**src/rtl/id_ex_operand_stage_if.sv**
```systemverilog
// Bundle of decode-side, forwarding-source and EX-side signals for the ID/EX stage.
interface id_ex_operand_stage_if #(
  parameter int DATA_W = 32
);
  // Pipeline control from the hazard unit
  logic                     i_stall;
  logic                     i_flush;
  // Decoded instruction
  logic                     i_id_valid;
  logic [4:0]               i_rs1_addr;
  logic [4:0]               i_rs2_addr;
  logic [4:0]               i_rd_addr;
  logic signed [DATA_W-1:0] i_rs1_data;
  logic signed [DATA_W-1:0] i_rs2_data;
  logic signed [DATA_W-1:0] i_imm;
  logic [3:0]               i_alu_ctrl;
  logic                     i_alu_src;
  logic                     i_reg_write;
  // Forwarding sources
  logic                     i_exmem_reg_write;
  logic [4:0]               i_exmem_rd_addr;
  logic signed [DATA_W-1:0] i_exmem_result;
  logic                     i_memwb_reg_write;
  logic [4:0]               i_memwb_rd_addr;
  logic signed [DATA_W-1:0] i_memwb_result;
  // Execute-stage view
  logic                     o_ex_valid;
  logic signed [DATA_W-1:0] o_alu_in1;
  logic signed [DATA_W-1:0] o_alu_in2;
  logic [3:0]               o_alu_ctrl;
  logic [4:0]               o_rd_addr;
  logic                     o_reg_write;
  logic signed [DATA_W-1:0] o_store_data;

  modport master (
    output i_stall, i_flush, i_id_valid,
    output i_rs1_addr, i_rs2_addr, i_rd_addr,
    output i_rs1_data, i_rs2_data, i_imm,
    output i_alu_ctrl, i_alu_src, i_reg_write,
    output i_exmem_reg_write, i_exmem_rd_addr, i_exmem_result,
    output i_memwb_reg_write, i_memwb_rd_addr, i_memwb_result,
    input  o_ex_valid, o_alu_in1, o_alu_in2, o_alu_ctrl,
    input  o_rd_addr, o_reg_write, o_store_data
  );

  modport slave (
    input  i_stall, i_flush, i_id_valid,
    input  i_rs1_addr, i_rs2_addr, i_rd_addr,
    input  i_rs1_data, i_rs2_data, i_imm,
    input  i_alu_ctrl, i_alu_src, i_reg_write,
    input  i_exmem_reg_write, i_exmem_rd_addr, i_exmem_result,
    input  i_memwb_reg_write, i_memwb_rd_addr, i_memwb_result,
    output o_ex_valid, o_alu_in1, o_alu_in2, o_alu_ctrl,
    output o_rd_addr, o_reg_write, o_store_data
  );
endinterface

```
**src/rtl/id_ex_operand_stage.sv**
```systemverilog
// ID/EX pipeline register with operand forwarding from EX/MEM and MEM/WB.
// Operands are resolved combinationally from the registered specifiers; while
// stalled the held operand data is refreshed from any live forwarding match so
// the value survives after the producer leaves the pipeline.
module id_ex_operand_stage #(
  parameter int DATA_W = 32
) (
  input  logic                 i_clk,
  input  logic                 i_rst_n,
  id_ex_operand_stage_if.slave bus
);

  logic                     valid_q,     valid_d;
  logic                     reg_write_q, reg_write_d;
  logic                     alu_src_q,   alu_src_d;
  logic [3:0]               alu_ctrl_q,  alu_ctrl_d;
  logic [4:0]               rs1_q,       rs1_d;
  logic [4:0]               rs2_q,       rs2_d;
  logic [4:0]               rd_q,        rd_d;
  logic signed [DATA_W-1:0] rs1_data_q,  rs1_data_d;
  logic signed [DATA_W-1:0] rs2_data_q,  rs2_data_d;
  logic signed [DATA_W-1:0] imm_q,       imm_d;

  logic                     fwd_a_ex, fwd_a_wb, fwd_b_ex, fwd_b_wb;
  logic signed [DATA_W-1:0] op_a, op_b;

  // A producer matches only if it writes, targets this specifier, and the specifier is not x0.
  function automatic logic fwd_hit(input logic we, input logic [4:0] wr, input logic [4:0] rs);
    return we && (wr == rs) && (rs != 5'd0);
  endfunction

  // EX/MEM is the younger producer, so it wins over MEM/WB.
  function automatic logic signed [DATA_W-1:0] fwd_sel(
    input logic                     hit_ex,
    input logic                     hit_wb,
    input logic signed [DATA_W-1:0] ex_val,
    input logic signed [DATA_W-1:0] wb_val,
    input logic signed [DATA_W-1:0] reg_val
  );
    if (hit_ex)      return ex_val;
    else if (hit_wb) return wb_val;
    else             return reg_val;
  endfunction

  // Resolve both operands from the registered specifiers.
  always_comb begin
    fwd_a_ex = fwd_hit(bus.i_exmem_reg_write, bus.i_exmem_rd_addr, rs1_q);
    fwd_a_wb = fwd_hit(bus.i_memwb_reg_write, bus.i_memwb_rd_addr, rs1_q);
    fwd_b_ex = fwd_hit(bus.i_exmem_reg_write, bus.i_exmem_rd_addr, rs2_q);
    fwd_b_wb = fwd_hit(bus.i_memwb_reg_write, bus.i_memwb_rd_addr, rs2_q);
    op_a     = fwd_sel(fwd_a_ex, fwd_a_wb, bus.i_exmem_result, bus.i_memwb_result, rs1_data_q);
    op_b     = fwd_sel(fwd_b_ex, fwd_b_wb, bus.i_exmem_result, bus.i_memwb_result, rs2_data_q);
  end

  // Next-state: flush beats stall; stall holds but refreshes operands; otherwise capture decode.
  always_comb begin
    valid_d     = valid_q;
    reg_write_d = reg_write_q;
    alu_src_d   = alu_src_q;
    alu_ctrl_d  = alu_ctrl_q;
    rs1_d       = rs1_q;
    rs2_d       = rs2_q;
    rd_d        = rd_q;
    rs1_data_d  = rs1_data_q;
    rs2_data_d  = rs2_data_q;
    imm_d       = imm_q;
    if (bus.i_flush) begin
      valid_d     = 1'b0;
      reg_write_d = 1'b0;
      alu_ctrl_d  = 4'b0000;
    end else if (bus.i_stall) begin
      rs1_data_d  = op_a;
      rs2_data_d  = op_b;
    end else begin
      valid_d     = bus.i_id_valid;
      reg_write_d = bus.i_id_valid ? bus.i_reg_write : 1'b0;
      alu_ctrl_d  = bus.i_id_valid ? bus.i_alu_ctrl  : 4'b0000;
      alu_src_d   = bus.i_alu_src;
      rs1_d       = bus.i_rs1_addr;
      rs2_d       = bus.i_rs2_addr;
      rd_d        = bus.i_rd_addr;
      rs1_data_d  = bus.i_rs1_data;
      rs2_data_d  = bus.i_rs2_data;
      imm_d       = bus.i_imm;
    end
  end

  // Pipeline register; reset clears everything asynchronously.
  always_ff @(posedge i_clk or negedge i_rst_n) begin
    if (!i_rst_n) begin
      valid_q     <= 1'b0;
      reg_write_q <= 1'b0;
      alu_src_q   <= 1'b0;
      alu_ctrl_q  <= 4'b0000;
      rs1_q       <= 5'd0;
      rs2_q       <= 5'd0;
      rd_q        <= 5'd0;
      rs1_data_q  <= '0;
      rs2_data_q  <= '0;
      imm_q       <= '0;
    end else begin
      valid_q     <= valid_d;
      reg_write_q <= reg_write_d;
      alu_src_q   <= alu_src_d;
      alu_ctrl_q  <= alu_ctrl_d;
      rs1_q       <= rs1_d;
      rs2_q       <= rs2_d;
      rd_q        <= rd_d;
      rs1_data_q  <= rs1_data_d;
      rs2_data_q  <= rs2_data_d;
      imm_q       <= imm_d;
    end
  end

  // The ALU computes in2 - in1, so rs1 goes to in2 and rs2/imm to in1.
  assign bus.o_alu_in2    = op_a;
  assign bus.o_alu_in1    = alu_src_q ? imm_q : op_b;
  assign bus.o_store_data = op_b;
  assign bus.o_ex_valid   = valid_q;
  assign bus.o_reg_write  = reg_write_q & valid_q;
  assign bus.o_alu_ctrl   = alu_ctrl_q;
  assign bus.o_rd_addr    = rd_q;

endmodule
```
**src/flat_wrapper.sv**
```systemverilog
// flat-port wrapper written by rule: the top's interface ports become plain ports
module id_ex_operand_stage_flat 
#(
  parameter int DATA_W = 32
)
  (i_clk, i_rst_n, bus_i_stall, bus_i_flush, bus_i_id_valid, bus_i_rs1_addr, bus_i_rs2_addr, bus_i_rd_addr, bus_i_rs1_data, bus_i_rs2_data, bus_i_imm, bus_i_alu_ctrl, bus_i_alu_src, bus_i_reg_write, bus_i_exmem_reg_write, bus_i_exmem_rd_addr, bus_i_exmem_result, bus_i_memwb_reg_write, bus_i_memwb_rd_addr, bus_i_memwb_result, bus_o_ex_valid, bus_o_alu_in1, bus_o_alu_in2, bus_o_alu_ctrl, bus_o_rd_addr, bus_o_reg_write, bus_o_store_data);
  id_ex_operand_stage_if #(.DATA_W(DATA_W)) bus_i ();
  input  logic i_clk;
  input  logic i_rst_n;
  input wire logic [$bits(bus_i.i_stall)-1:0] bus_i_stall;
  input wire logic [$bits(bus_i.i_flush)-1:0] bus_i_flush;
  input wire logic [$bits(bus_i.i_id_valid)-1:0] bus_i_id_valid;
  input wire logic [$bits(bus_i.i_rs1_addr)-1:0] bus_i_rs1_addr;
  input wire logic [$bits(bus_i.i_rs2_addr)-1:0] bus_i_rs2_addr;
  input wire logic [$bits(bus_i.i_rd_addr)-1:0] bus_i_rd_addr;
  input wire logic [$bits(bus_i.i_rs1_data)-1:0] bus_i_rs1_data;
  input wire logic [$bits(bus_i.i_rs2_data)-1:0] bus_i_rs2_data;
  input wire logic [$bits(bus_i.i_imm)-1:0] bus_i_imm;
  input wire logic [$bits(bus_i.i_alu_ctrl)-1:0] bus_i_alu_ctrl;
  input wire logic [$bits(bus_i.i_alu_src)-1:0] bus_i_alu_src;
  input wire logic [$bits(bus_i.i_reg_write)-1:0] bus_i_reg_write;
  input wire logic [$bits(bus_i.i_exmem_reg_write)-1:0] bus_i_exmem_reg_write;
  input wire logic [$bits(bus_i.i_exmem_rd_addr)-1:0] bus_i_exmem_rd_addr;
  input wire logic [$bits(bus_i.i_exmem_result)-1:0] bus_i_exmem_result;
  input wire logic [$bits(bus_i.i_memwb_reg_write)-1:0] bus_i_memwb_reg_write;
  input wire logic [$bits(bus_i.i_memwb_rd_addr)-1:0] bus_i_memwb_rd_addr;
  input wire logic [$bits(bus_i.i_memwb_result)-1:0] bus_i_memwb_result;
  output wire logic [$bits(bus_i.o_ex_valid)-1:0] bus_o_ex_valid;
  output wire logic [$bits(bus_i.o_alu_in1)-1:0] bus_o_alu_in1;
  output wire logic [$bits(bus_i.o_alu_in2)-1:0] bus_o_alu_in2;
  output wire logic [$bits(bus_i.o_alu_ctrl)-1:0] bus_o_alu_ctrl;
  output wire logic [$bits(bus_i.o_rd_addr)-1:0] bus_o_rd_addr;
  output wire logic [$bits(bus_i.o_reg_write)-1:0] bus_o_reg_write;
  output wire logic [$bits(bus_i.o_store_data)-1:0] bus_o_store_data;
  assign bus_i.i_stall = bus_i_stall;
  assign bus_i.i_flush = bus_i_flush;
  assign bus_i.i_id_valid = bus_i_id_valid;
  assign bus_i.i_rs1_addr = bus_i_rs1_addr;
  assign bus_i.i_rs2_addr = bus_i_rs2_addr;
  assign bus_i.i_rd_addr = bus_i_rd_addr;
  assign bus_i.i_rs1_data = bus_i_rs1_data;
  assign bus_i.i_rs2_data = bus_i_rs2_data;
  assign bus_i.i_imm = bus_i_imm;
  assign bus_i.i_alu_ctrl = bus_i_alu_ctrl;
  assign bus_i.i_alu_src = bus_i_alu_src;
  assign bus_i.i_reg_write = bus_i_reg_write;
  assign bus_i.i_exmem_reg_write = bus_i_exmem_reg_write;
  assign bus_i.i_exmem_rd_addr = bus_i_exmem_rd_addr;
  assign bus_i.i_exmem_result = bus_i_exmem_result;
  assign bus_i.i_memwb_reg_write = bus_i_memwb_reg_write;
  assign bus_i.i_memwb_rd_addr = bus_i_memwb_rd_addr;
  assign bus_i.i_memwb_result = bus_i_memwb_result;
  assign bus_o_ex_valid = bus_i.o_ex_valid;
  assign bus_o_alu_in1 = bus_i.o_alu_in1;
  assign bus_o_alu_in2 = bus_i.o_alu_in2;
  assign bus_o_alu_ctrl = bus_i.o_alu_ctrl;
  assign bus_o_rd_addr = bus_i.o_rd_addr;
  assign bus_o_reg_write = bus_i.o_reg_write;
  assign bus_o_store_data = bus_i.o_store_data;
  id_ex_operand_stage #(.DATA_W(DATA_W)) u_core (.i_clk(i_clk), .i_rst_n(i_rst_n), .bus(bus_i));
endmodule
```
**config.mk**
```make
export PLATFORM = sky130hd
export DESIGN_NAME = id_ex_operand_stage_flat
export DESIGN_NICKNAME = d
export VERILOG_FILES = /design/src/rtl/id_ex_operand_stage_if.sv /design/src/rtl/id_ex_operand_stage.sv /design/src/flat_wrapper.sv
export SDC_FILE = /design/constraint.sdc
export NUM_CORES = 1
export LEC_CHECK = 0
export ABC_AREA = 0
export ABC_CLOCK_PERIOD_IN_PS = 6000
export CORE_AREA = 2 2 162 164
export CTS_CLUSTER_SIZE = 24
export DETAILED_ROUTE_END_ITERATION = 8
export DIE_AREA = 0 0 164 166
export HOLD_SLACK_MARGIN = 0.15
export PLACE_DENSITY = 0.69
export SLEW_MARGIN = 20
export SYNTH_ARGS = -nofsm -noshare
export SYNTH_HDL_FRONTEND = slang
export SYNTH_SLANG_ARGS = --single-unit
```
**constraint.sdc**
```tcl
create_clock -name i_clk -period 6 [get_ports i_clk]
set_input_delay 1.2 -clock i_clk [delete_from_list [all_inputs] [get_ports i_clk]]
set_output_delay 1.2 -clock i_clk [all_outputs]
set_load 0.03 [all_outputs]
```
# Word-level counts from Yosys, hierarchy flattened
# Cells that the tools add are included.
[op_classes]
n_eq_ne = 5
mux = 15
bitwise_logic = 3
n_reduce_logical = 11
[op_table]
columns = ["op", "count"]
rows = [
  ["32-bit two-way mux", 7],
  ["5-bit equality test", 4],
  ["4-bit two-way mux", 3],
  ["5-bit nonzero test", 2],
  ["1-bit logical AND", 8],
  ["1-bit two-way mux", 5],
  ["2-bit by 1-bit != test with 1-bit output, second input constant", 1],
  ["1-bit NOT", 2],
  ["2-bit AND reduction", 1],
  ["1-bit AND", 1],
]
[word_totals]
reg_bits = 118
inputBits = 198
out_inout_bits = 107
word_cells = 44

# Logic depth before layout (Yosys ltp)
[logic_depth]
depth_word = 6
mapped_depth = 7
mapped_depth_nobuf = 5

# Least setup slack after synthesis
# No wires, ideal clock.
[synth_timing]
path_kind = "input -> output"
start = "in bus_i_exmem_rd_addr[1]"
end = "out bus_o_alu_in1[22]"
arrival_ps = 3094
required_time_ps = 4800
path_slack_ps = 1706
stages = 7
path_buffers = 2
cell_sequence = "or2_2 > o21ai_0 > and3_1 > clkbuf_1 > nor2_1 > clkbuf_1 > a221oi_1"
[synth_via]
elab_chain_cells = 5
[synth_lines]
columns = ["item", "line_no", "rtl"]
rows = [
  ["start: declaration", "flat_wrapper.sv:23", "input wire logic [$bits(bus_i.i_exmem_rd_addr)-1:0] bus_i_exmem_rd_addr;"],
  ["5-bit equality test", "id_ex_operand_stage.sv:29", "return we && (wr == rs) && (rs != 5'd0);"],
  ["1-bit logical AND (2 in series)", "id_ex_operand_stage.sv:29", ""],
  ["32-bit two-way mux", "id_ex_operand_stage.sv:40", "if (hit_ex) return ex_val;"],
  ["32-bit two-way mux", "id_ex_operand_stage.sv:117", "assign bus.o_alu_in1 = alu_src_q ? imm_q : op_b;"],
  ["end: declaration", "flat_wrapper.sv:29", "output wire logic [$bits(bus_i.o_alu_in1)-1:0] bus_o_alu_in1;"],
]
# No other way between the ends.

# Worst setup path after layout
[layout_timing]
start = "in bus_i_exmem_rd_addr[2]"
end = "out bus_o_alu_in1[21]"
# Same word-level chain as after synthesis.

==> flow_metrics.env <==
export IMPL_io_buffers=304
export IMPL_grt_pass1_wl_um=44200
export IMPL_status="finished, final reports clean"
export IMPL_wl_per_cell_um=19.3
export IMPL_cts_hold_buf=0
export IMPL_whs_ns=0.513
export IMPL_async_flop_share_pct=100
export IMPL_pin_count=305
export IMPL_synth_compound_area_share_pct=22.5
export IMPL_antenna_left=0
export IMPL_htree_levels=4
export IMPL_critical_path_arrival_ns=4.04
export IMPL_slew_headroom_pct=31.7
export IMPL_gp_congestion=0.863
export IMPL_die_y_um=166
export IMPL_grt_start_max_net_pins=98
export IMPL_startpoint="bus_i_exmem_rd_addr[2]"
export IMPL_tightest_slew_ns=1.02
export IMPL_synth_top_family_by_area="compound AO/OA/AOI/OAI gates"
export IMPL_setup_tns_ns=0
export IMPL_synthesis_nets=1079
export IMPL_hpwl_um=19400
export IMPL_core_rowCount=59
export IMPL_p_leak_nw=4.45
export IMPL_start_kind="primary input"
export IMPL_synth_xor_xnor_area_share_pct=1.96
export IMPL_drt_initial_drc_count=515
export IMPL_post_route_period_util_pct=87.3
export IMPL_hold_start="u_core.bus.o_rd_addr[0]$_DFFE_PN0P_"
export IMPL_final_nets=1333
export IMPL_drive_above_1_share_pct=7.32
export IMPL_end_kind="output pin"
export IMPL_grtUsageTotal_pct=20.7
export IMPL_yosys_area_share_simple_pct=19.2
export IMPL_clock_skew_final_ns=0.00804
export IMPL_ys_warn_count=0
export IMPL_cts_sinks=118
export IMPL_postCtsSetupRepairBufs=0
export IMPL_fin_crit_ns=5.24
export IMPL_synthMuxAreaShare_pct=10.8
export IMPL_die_x_um=164
export IMPL_fill_cells=2485
export IMPL_synthToLayoutAreaGrowth_pct=51.5
export IMPL_worstReg2RegStart="u_core.rs2_q[2]$_DFFE_PN0P_"
export IMPL_via_per_inst=5.33
export IMPL_cts_tree="built"
export IMPL_synth_area_leaders="dfrtp_1, mux2i_1, a21oi_1, nor3b_1, o211ai_1"
export IMPL_ys_flop_type="dfrtp_1"
export IMPL_synth_seq_area_share_pct=38.9
export IMPL_netlist_area_um2=7580
export IMPL_synthCells=881
export IMPL_cts_resized=0
export IMPL_crit_required_ns=4.80
export IMPL_drv_cap=0
export IMPL_rsz0062_at_grt="false"
export IMPL_final_area_um2=11500
export IMPL_peakVddDrop_mv=0.140
export IMPL_hold_path_class="reg2reg"
export IMPL_coreArea_um2=25600
export IMPL_numCtsBuffers=17
export IMPL_clockBufferDepth=2
export IMPL_fp_dieArea_um2=27200
export IMPL_cts_root_buf="clkbuf_16"
export IMPL_hold_viol=0
export IMPL_grt_pass1_vias=7759
export IMPL_final_common_cell="clkdlybuf4s50_1"
export IMPL_drt_wl_total_um=28600
export IMPL_max_freq_mhz=191
export IMPL_synth_cell_types=37
export IMPL_overflow=0
export IMPL_ys_ff_latch=118
export IMPL_powerDensity_nw_per_um2=286
export IMPL_syn_area_per_cell_um2=8.61
export IMPL_drt_pre_antenna_iters=5
export IMPL_place_area_um2=10900
export IMPL_cp_max_fo=97
export IMPL_vias=7912
export IMPL_mostFrequentLayoutCells="clkdlybuf4s50_1, a21oi_1, dfrtp_1, nor2_1, mux2i_1"
export IMPL_setup_viol=0
export IMPL_grt_antenna_before_repair=1
export IMPL_synth_adder_area_share_pct=0
export IMPL_yosys_area_top_type="dfrtp_1"
export IMPL_synth_edf_count=0
export IMPL_criticalPathCategory="in2out"
export IMPL_slew_viol_final=0
export IMPL_clk_latency_ns=0.40
export IMPL_start_util_pct=29.6
export IMPL_synth_top_area_share_pct=38.9
export IMPL_post_route_drc_count=0
export IMPL_cts_clk_slew_worst_paths_ns=0.06
-- kinds of logic (layout without fill, tap and decap cells) --
| group | after synthesis | after routing |
|---|---|---|
| other cells | 0 | 1 |
| flops | 118 | 118 |
| simple gates | 281 | 281 |
| mux | 80 | 80 |
| compound gates | 269 | 269 |
| xor+xnor | 17 | 17 |
| buf+inv | 116 | 383 |
-- routing by layer --
| layer | wire length (um) | GRT usage (%) | vias to the layer above |
|---|---|---|---|
| li1 | - | - | 3744 |
| met1 | 12600 | 27.4 | 3833 |
| met2 | 13400 | 33.6 | 306 |
| met3 | 2140 | 5.02 | 29 |
| met4 | 488 | 5.45 | 0 |
| met5 | 0 | 0 | - |
-- final timing paths --
path | to | slack [ns] | cells past startpoint
max | bus_o_alu_in1[21] | 0.76 | 8
min | u_core.bus.o_rd_addr[0]$_DFFE_PN0P_ | 0.51 | 1
max reg2reg | u_core.rs2_data_q[21]$_DFFE_PN0N_ | 2.75 | 6
min reg2reg | u_core.bus.o_rd_addr[0]$_DFFE_PN0P_ | 0.51 | 1
max in group asynchronous | u_core.alu_src_q$_DFFE_PN0P_ | 4.33 | 2
min in group asynchronous | u_core.rs2_data_q[29]$_DFFE_PN0N_ | 0.57 | 1
-- synth_stat cells (4+ instances only) --
library cell / n
buf_2: 4
nor3b_1: 62
a21oi_1: 127
inv_1: 32
nor3_1: 34
o21ai_0: 34
o211ai_1: 59
clkbuf_1: 65
xor2_1: 10
a22oi_1: 5
dfrtp_1: 118
xnor2_1: 7
nand3_1: 64
nor2_1: 72
nand2_1: 37
buf_1: 9
a221oi_1: 32
mux2_2: 16
mux2i_1: 64
-- critical path, stage by stage --
cell and delay (ns):
clkdlybuf4s50_1 0.48, xnor2_1 0.15, and2_1 0.19, nand3_4 0.08, buf_4 0.73, nor3_1 0.08, a221oi_1 0.34, clkdlybuf4s50_1 0.75
-- flip-flops by register name (all words and copies together) (netlist names) --
| name | cells |
|---|---|
| u_core.alu_src_q | 1 |
| u_core.rs1_data_q | 32 |
| u_core.bus.o_rd_addr | 5 |
| u_core.imm_q | 32 |
| u_core.rs1_q | 5 |
| u_core.reg_write_q | 1 |
| u_core.rs2_q | 5 |
| u_core.bus.o_ex_valid | 1 |
| u_core.bus.o_alu_ctrl | 4 |
| u_core.rs2_data_q | 32 |
-- final cells by class --
cell class,instances,area (um2),area share (%)
Multi-Input combinational cell,647,4190,36.5
Timing Repair Buffer,319,3170,27.6
Clock buffer,20,457,3.97
Tap cell,335,419,3.65
Clock inverter,12,176,1.54
Sequential cell,118,2950,25.7
Antenna cell,1,2.50,0.0218
Inverter,32,120,1.05
-- through the flow --
step | util [%] | cells | total power (W) | worst slack [ns]
floorplan | - | 881 | 0.00163 | 1.71
global placement | 42.4 | 1451 | 0.00216 | 0.767
detailed placement | 42.4 | 1451 | 0.00217 | 0.756
CTS | 44.8 | 1483 | 0.00331 | 0.737
global route | 44.9 | 1484 | 0.00344 | 0.607
finish | 44.9 | 1484 | 0.00328 | 0.761
-- power by group --
group          switching [W]  total [W]  internal, W  leakage, nW
logic               0.000662    0.00119     0.000524         2.68
clock network       0.000402    0.00112     0.000718        0.306
registers          0.0000747   0.000978     0.000903         1.46
total                0.00114    0.00328      0.00215         4.45
Power figures use the tool's default switching activity.
